<file path="src/rtl/dp_tap_ctrl.sv">
// IEEE 1149.1 TAP controller running entirely on iclk; tck/tms/tdi are oversampled as async data.
// Latency: tck pin rise to state change is SYNC_STAGES+1 iclk edges; strobes are 1-cycle pulses.
// Backpressure: none; tck phases must each last at least SYNC_STAGES+2 iclk cycles.
//
// Ports: iclk/resetn       clock, async active-low reset
//        tck/tms/tdi        raw JTAG pins (asynchronous to iclk)
//        tdo/tdo_en         serial out and driver enable, updated on tck falls
//        tdi_s              synchronised tdi for the IR/DR serial inputs
//        ir_so/dr_so        serial outputs of the IR and the selected DR
//        shift_*/clk_*/update_*  IR and DR control levels and strobes
//        tlr/tap_state      Test-Logic-Reset level and current state code
module dp_tap_ctrl #(
    parameter int SYNC_STAGES = 2
) (
    input  logic       iclk,
    input  logic       resetn,
    input  logic       tck,
    input  logic       tms,
    input  logic       tdi,
    output logic       tdo,
    output logic       tdo_en,
    output logic       tdi_s,
    input  logic       ir_so,
    input  logic       dr_so,
    output logic       shift_ir,
    output logic       clk_ir,
    output logic       update_ir,
    output logic       shift_dr,
    output logic       clk_dr,
    output logic       update_dr,
    output logic       tlr,
    output logic [3:0] tap_state
);

    typedef enum logic [3:0] {
        TLR    = 4'hF,
        RTI    = 4'hC,
        SEL_DR = 4'h7,
        CAP_DR = 4'h6,
        SH_DR  = 4'h2,
        EX1_DR = 4'h1,
        PAU_DR = 4'h3,
        EX2_DR = 4'h0,
        UPD_DR = 4'h5,
        SEL_IR = 4'h4,
        CAP_IR = 4'hE,
        SH_IR  = 4'hA,
        EX1_IR = 4'h9,
        PAU_IR = 4'hB,
        EX2_IR = 4'h8,
        UPD_IR = 4'hD
    } tap_state_e;

    tap_state_e state_q;
    tap_state_e state_d;

    logic [SYNC_STAGES-1:0] tck_sync;
    logic [SYNC_STAGES-1:0] tms_sync;
    logic [SYNC_STAGES-1:0] tdi_sync;
    logic                   tck_d;
    logic [SYNC_STAGES:0]   prime;
    logic                   sync_tck;
    logic                   sync_tms;
    logic                   armed;
    logic                   tck_rise;
    logic                   tck_fall;

    // All three pins go through identical chains so tms/tdi stay aligned with tck.
    always_ff @(posedge iclk or negedge resetn) begin
        if (!resetn) begin
            tck_sync <= '0;
            tms_sync <= '0;
            tdi_sync <= '0;
            tck_d    <= 1'b0;
            prime    <= '0;
        end else begin
            tck_sync <= {tck_sync[SYNC_STAGES-2:0], tck};
            tms_sync <= {tms_sync[SYNC_STAGES-2:0], tms};
            tdi_sync <= {tdi_sync[SYNC_STAGES-2:0], tdi};
            tck_d    <= sync_tck;
            prime    <= {prime[SYNC_STAGES-1:0], 1'b1};
        end
    end

    assign sync_tck = tck_sync[SYNC_STAGES-1];
    assign sync_tms = tms_sync[SYNC_STAGES-1];
    assign tdi_s    = tdi_sync[SYNC_STAGES-1];

    // The chains restart from 0 after reset, so a tck already high at release
    // would look like a rise. Edges are masked until the chain and tck_d both
    // hold real pin samples (SYNC_STAGES+1 cycles after release).
    assign armed    = prime[SYNC_STAGES];
    assign tck_rise = armed & sync_tck & ~tck_d;
    assign tck_fall = armed & ~sync_tck & tck_d;

    always_ff @(posedge iclk or negedge resetn) begin
        if (!resetn) begin
            state_q <= TLR;
        end else begin
            state_q <= state_d;
        end
    end

    always_comb begin
        state_d = state_q;
        if (tck_rise) begin
            case (state_q)
                TLR:     state_d = sync_tms ? TLR    : RTI;
                RTI:     state_d = sync_tms ? SEL_DR : RTI;
                SEL_DR:  state_d = sync_tms ? SEL_IR : CAP_DR;
                CAP_DR:  state_d = sync_tms ? EX1_DR : SH_DR;
                SH_DR:   state_d = sync_tms ? EX1_DR : SH_DR;
                EX1_DR:  state_d = sync_tms ? UPD_DR : PAU_DR;
                PAU_DR:  state_d = sync_tms ? EX2_DR : PAU_DR;
                EX2_DR:  state_d = sync_tms ? UPD_DR : SH_DR;
                UPD_DR:  state_d = sync_tms ? SEL_DR : RTI;
                SEL_IR:  state_d = sync_tms ? TLR    : CAP_IR;
                CAP_IR:  state_d = sync_tms ? EX1_IR : SH_IR;
                SH_IR:   state_d = sync_tms ? EX1_IR : SH_IR;
                EX1_IR:  state_d = sync_tms ? UPD_IR : PAU_IR;
                PAU_IR:  state_d = sync_tms ? EX2_IR : PAU_IR;
                EX2_IR:  state_d = sync_tms ? UPD_IR : SH_IR;
                UPD_IR:  state_d = sync_tms ? SEL_DR : RTI;
                default: state_d = TLR;
            endcase
        end
    end

    // Strobes look at the state held during the edge cycle, so a capture/shift
    // pulse is qualified by the state it belongs to, not the one it leads to.
    assign shift_ir  = (state_q == SH_IR);
    assign shift_dr  = (state_q == SH_DR);
    assign tlr       = (state_q == TLR);
    assign tap_state = state_q;
    assign clk_ir    = tck_rise & ((state_q == CAP_IR) | (state_q == SH_IR));
    assign clk_dr    = tck_rise & ((state_q == CAP_DR) | (state_q == SH_DR));
    assign update_ir = tck_fall & (state_q == UPD_IR);
    assign update_dr = tck_fall & (state_q == UPD_DR);

    // tdo changes on falling tck so the external debugger samples a stable bit
    // on the next rise; outside the shift states the last bit is held.
    always_ff @(posedge iclk or negedge resetn) begin
        if (!resetn) begin
            tdo    <= 1'b0;
            tdo_en <= 1'b0;
        end else if (tck_fall) begin
            if (state_q == SH_IR) begin
                tdo    <= ir_so;
                tdo_en <= 1'b1;
            end else if (state_q == SH_DR) begin
                tdo    <= dr_so;
                tdo_en <= 1'b1;
            end else begin
                tdo_en <= 1'b0;
            end
        end
    end

endmodule

</file>
<file path="config.mk">
export PLATFORM = sky130hd
export DESIGN_NAME = dp_tap_ctrl
export DESIGN_NICKNAME = d
export VERILOG_FILES = /design/src/rtl/dp_tap_ctrl.sv
export SDC_FILE = /design/constraint.sdc
export NUM_CORES = 1
export LEC_CHECK = 0
export BUFFER_PORTS_ARGS = -buffer_cell sky130_fd_sc_hd__buf_2
export CAP_MARGIN = 15
export CORE_MARGIN = 5
export CORE_UTILIZATION = 40
export DETAILED_ROUTE_END_ITERATION = 8
export HOLD_SLACK_MARGIN = 0.03
export PLACE_DENSITY = 0.75
export SLEW_MARGIN = 20
export SYNTH_ARGS = -nofsm -noshare
export SYNTH_HDL_FRONTEND = slang
export SYNTH_SLANG_ARGS = --single-unit
</file>
<file path="constraint.sdc">
create_clock -name iclk -period 2.5 [get_ports iclk]
set_input_delay 0 -clock iclk [delete_from_list [all_inputs] [get_ports iclk]]
set_output_delay 0 -clock iclk [all_outputs]
set_load 0.01 [all_outputs]
</file>
==> results.yml <==
outcome:
  status: "complete, no violations"
power_and_ir_drop:
  p_leak_nw: 0.417
  power_density_nw_per_um2: 1000
  power.total_mw: 0.868
  max-vdd-ir-drop_mv: 0.475
cts:
  insertion_delay_ps: 270
  htree_num_levels: 1
  cts_tree: "done"
  clockBufferDepth: 2
  clk_pin_slew_ps: 90
  clock-sinks: 16
  ctsHoldBuffers: 6
  root_buffer: "clkbuf_4"
  cts-resized-gates: 0
  postCtsSetupRepairBufs: 0
  cts_made_buffers: 3
setup_path:
  r2r_cells: 3
  crit_path_end_kind: "flip-flop"
  cp_max_fo: 12
  crit_type: "reg -> reg"
  r2r-start: "tap_state[3]$_DFFE_PN1P_"
  cp.required_ps: 2670
  r2r_slack_ps: 930
  start_kind: "flip-flop"
  worstPathArrival_ps: 1740
  timing.rr.end: "tdo$_DFFE_PN0P_"
sta:
  finalHoldViolCount: 0
  final.min_clock_period_ps: 1570
  rsz0062_at_grt: "no"
  fin_skew_ps: 1.55
  timing.fmax_mhz: 637
  period_share: 0.628
  drv_slew: 0
  fin_tns_setup_ps: 0
  final-setup-viol-count: 0
drt:
  drt-pass1-iter-count: 4
  dr_wl_met2_um: 549
  wl_met3_um: 122
  vias: 532
  top_layer: "met3"
  viasPerCell: 5.02
  wl_per_cell_um: 11.9
  remaining_drc_errors: 0
  ant_nets: 0
  drt_wl_total_um: 1260
  m1WireLength_um: 590
  drt_iter0_markers: 8
floorplan:
  rows: 14
  core_region_area_um2: 1540
  dieHeight_um: 51.0
  io_pins: 21
  dieArea_um2: 2600
  start_util: 0.436
  die_w_um: 51.0
placed_design:
  placedCellCount: 96
  place_congestion: 0.784
  io_buffers: 20
  dpl_cell_area_um2: 771
  hpwl_um: 922
synth:
  synth_cell_types: 25
  netlist_area_um2: 672
  synth_warnings: 0
  ys.flop_type: "dfrtp_1"
  synth_top_area_frac: 0.447
  synth_area_per_cell_um2: 10.5
  synthTopCellsByArea: "dfrtp_1, dfstp_2, o21ai_0, nand2_1, nor3_1"
  synthMostInstantiatedCell: "dfrtp_1"
  synthTopCellsByCount: "dfrtp_1, nand2_1, o21ai_0, nor2_1, nor3_1"
  syn_inst: 64
  async_reset_ff_frac: 1.00
  synth_edf_count: 0
  syn_nets: 71
  synth_top_cell_by_area: "dfrtp_1"
  ys_ff_latch: 16
  seq_area_frac_synth: 0.603
global_routing:
  grt-ovfl-total: 0
  grt_usage: 0.105
  antenna_found_initial: 0
  grt_pass1_vias: 509
  grt_max_degree: 17
  grt_pass1_wl_um: 2190
final_layout:
  ff_latch_area_um2: 405
  drive_above_1_share: 0.344
  fin_area_um2: 867
  stdcell_count: 106
  multi_input_area_um2: 238
  n_fill_cell: 134
  final_nets: 98
  diodes: 0
  area_delta_synth_final_pct: 29.1
hold_path:
  min_path_type: "in -> async"
job:
  maxCapViolations: 0
-- per-layer routing --
layer,track usage,vias to the layer above
met5,0,-
met4,0.0255,0
met1,0.149,244
met2,0.161,16
met3,0.0262,0
li1,-,272
-- per-stage QoR --
| step | hold slack (ps) | util | setup WS (ps) |
|---|---|---|---|
| 2_1_floorplan | -296 | - | 1150 |
| 3_3_place_gp | -78.4 | 0.500 | 1200 |
| 3_5_place_dp | -78.0 | 0.500 | 1180 |
| 4_1_cts | 143 | 0.563 | 931 |
| 5_1_grt | 172 | 0.563 | 820 |
| 6_report | 147 | 0.563 | 930 |
-- power breakdown --
part	internal, mW	switching (mW)	total (mW)
Combinational	0.128	0.141	0.269
Clock	0.0884	0.0753	0.164
Sequential	0.337	0.0983	0.435
-- flip-flops by register name, summed over array words and instances (netlist names) --
name       cells
tdo            1
tdi_sync       2
tap_state      4
tdo_en         1
tck_sync       2
tms_sync       2
prime          3
tck_d          1
-- layout make-up --
| type | count | area share |
|---|---|---|
| clock buffers | 4 | 0.0418 |
| flip-flops and latches | 16 | 0.468 |
| inverters | 2 | 0.00866 |
| repair buffers | 26 | 0.185 |
| well taps | 16 | 0.0231 |
| multi-input cells | 42 | 0.274 |
-- kinds of logic (layout without fill, tap and decap cells) --
| logic type | after synthesis | in the layout | synth area share |
|---|---|---|---|
| AND/OR/NAND/NOR | 27 | 27 | 0.222 |
| flip-flops | 16 | 16 | 0.603 |
| AO/OA/AOI/OAI | 13 | 13 | 0.112 |
| buffers and inverters | 6 | 32 | 0.0428 |
| other | 1 | 1 | 0.00558 |
| multiplexers | 1 | 1 | 0.0149 |
-- critical path, stage by stage (launching register included) --
cell and delay (ps):
dfstp_2 660, mux2i_1 200, dlygate4sd3_1 560, o21ai_1 60
-- how the worst max path moves through the flow --
| stage | start | endpoint | slack (ps) | cells past startpoint |
|---|---|---|---|---|
| after global placement | tap_state[1]$_DFFE_PN1P_ | tdo$_DFFE_PN0P_ | 1200 | 4 |
| after floorplan | tap_state[1]$_DFFE_PN1P_ | tdo$_DFFE_PN0P_ | 1150 | 5 |
| after global routing | tap_state[3]$_DFFE_PN1P_ | tdo$_DFFE_PN0P_ | 820 | 3 |
| after detailed placement | tap_state[1]$_DFFE_PN1P_ | tdo$_DFFE_PN0P_ | 1180 | 4 |
| after CTS | tap_state[3]$_DFFE_PN1P_ | tdo$_DFFE_PN0P_ | 930 | 3 |
| final | tap_state[3]$_DFFE_PN1P_ | tdo$_DFFE_PN0P_ | 930 | 3 |
-- placed cells by master, fill, tap and decap left out, types with 2 or more instances in the layout --
cell and n:
a21oi_1 2, buf_2 20, clkbuf_4 3, dfrtp_1 12
dfstp_2 4, dlygate4sd3_1 6, inv_1 2, nand2_1 7
nand3_1 2, nor2_1 6, nor3_1 5, o21ai_0 7
Note: power is estimated with default switching activity, not from simulation.
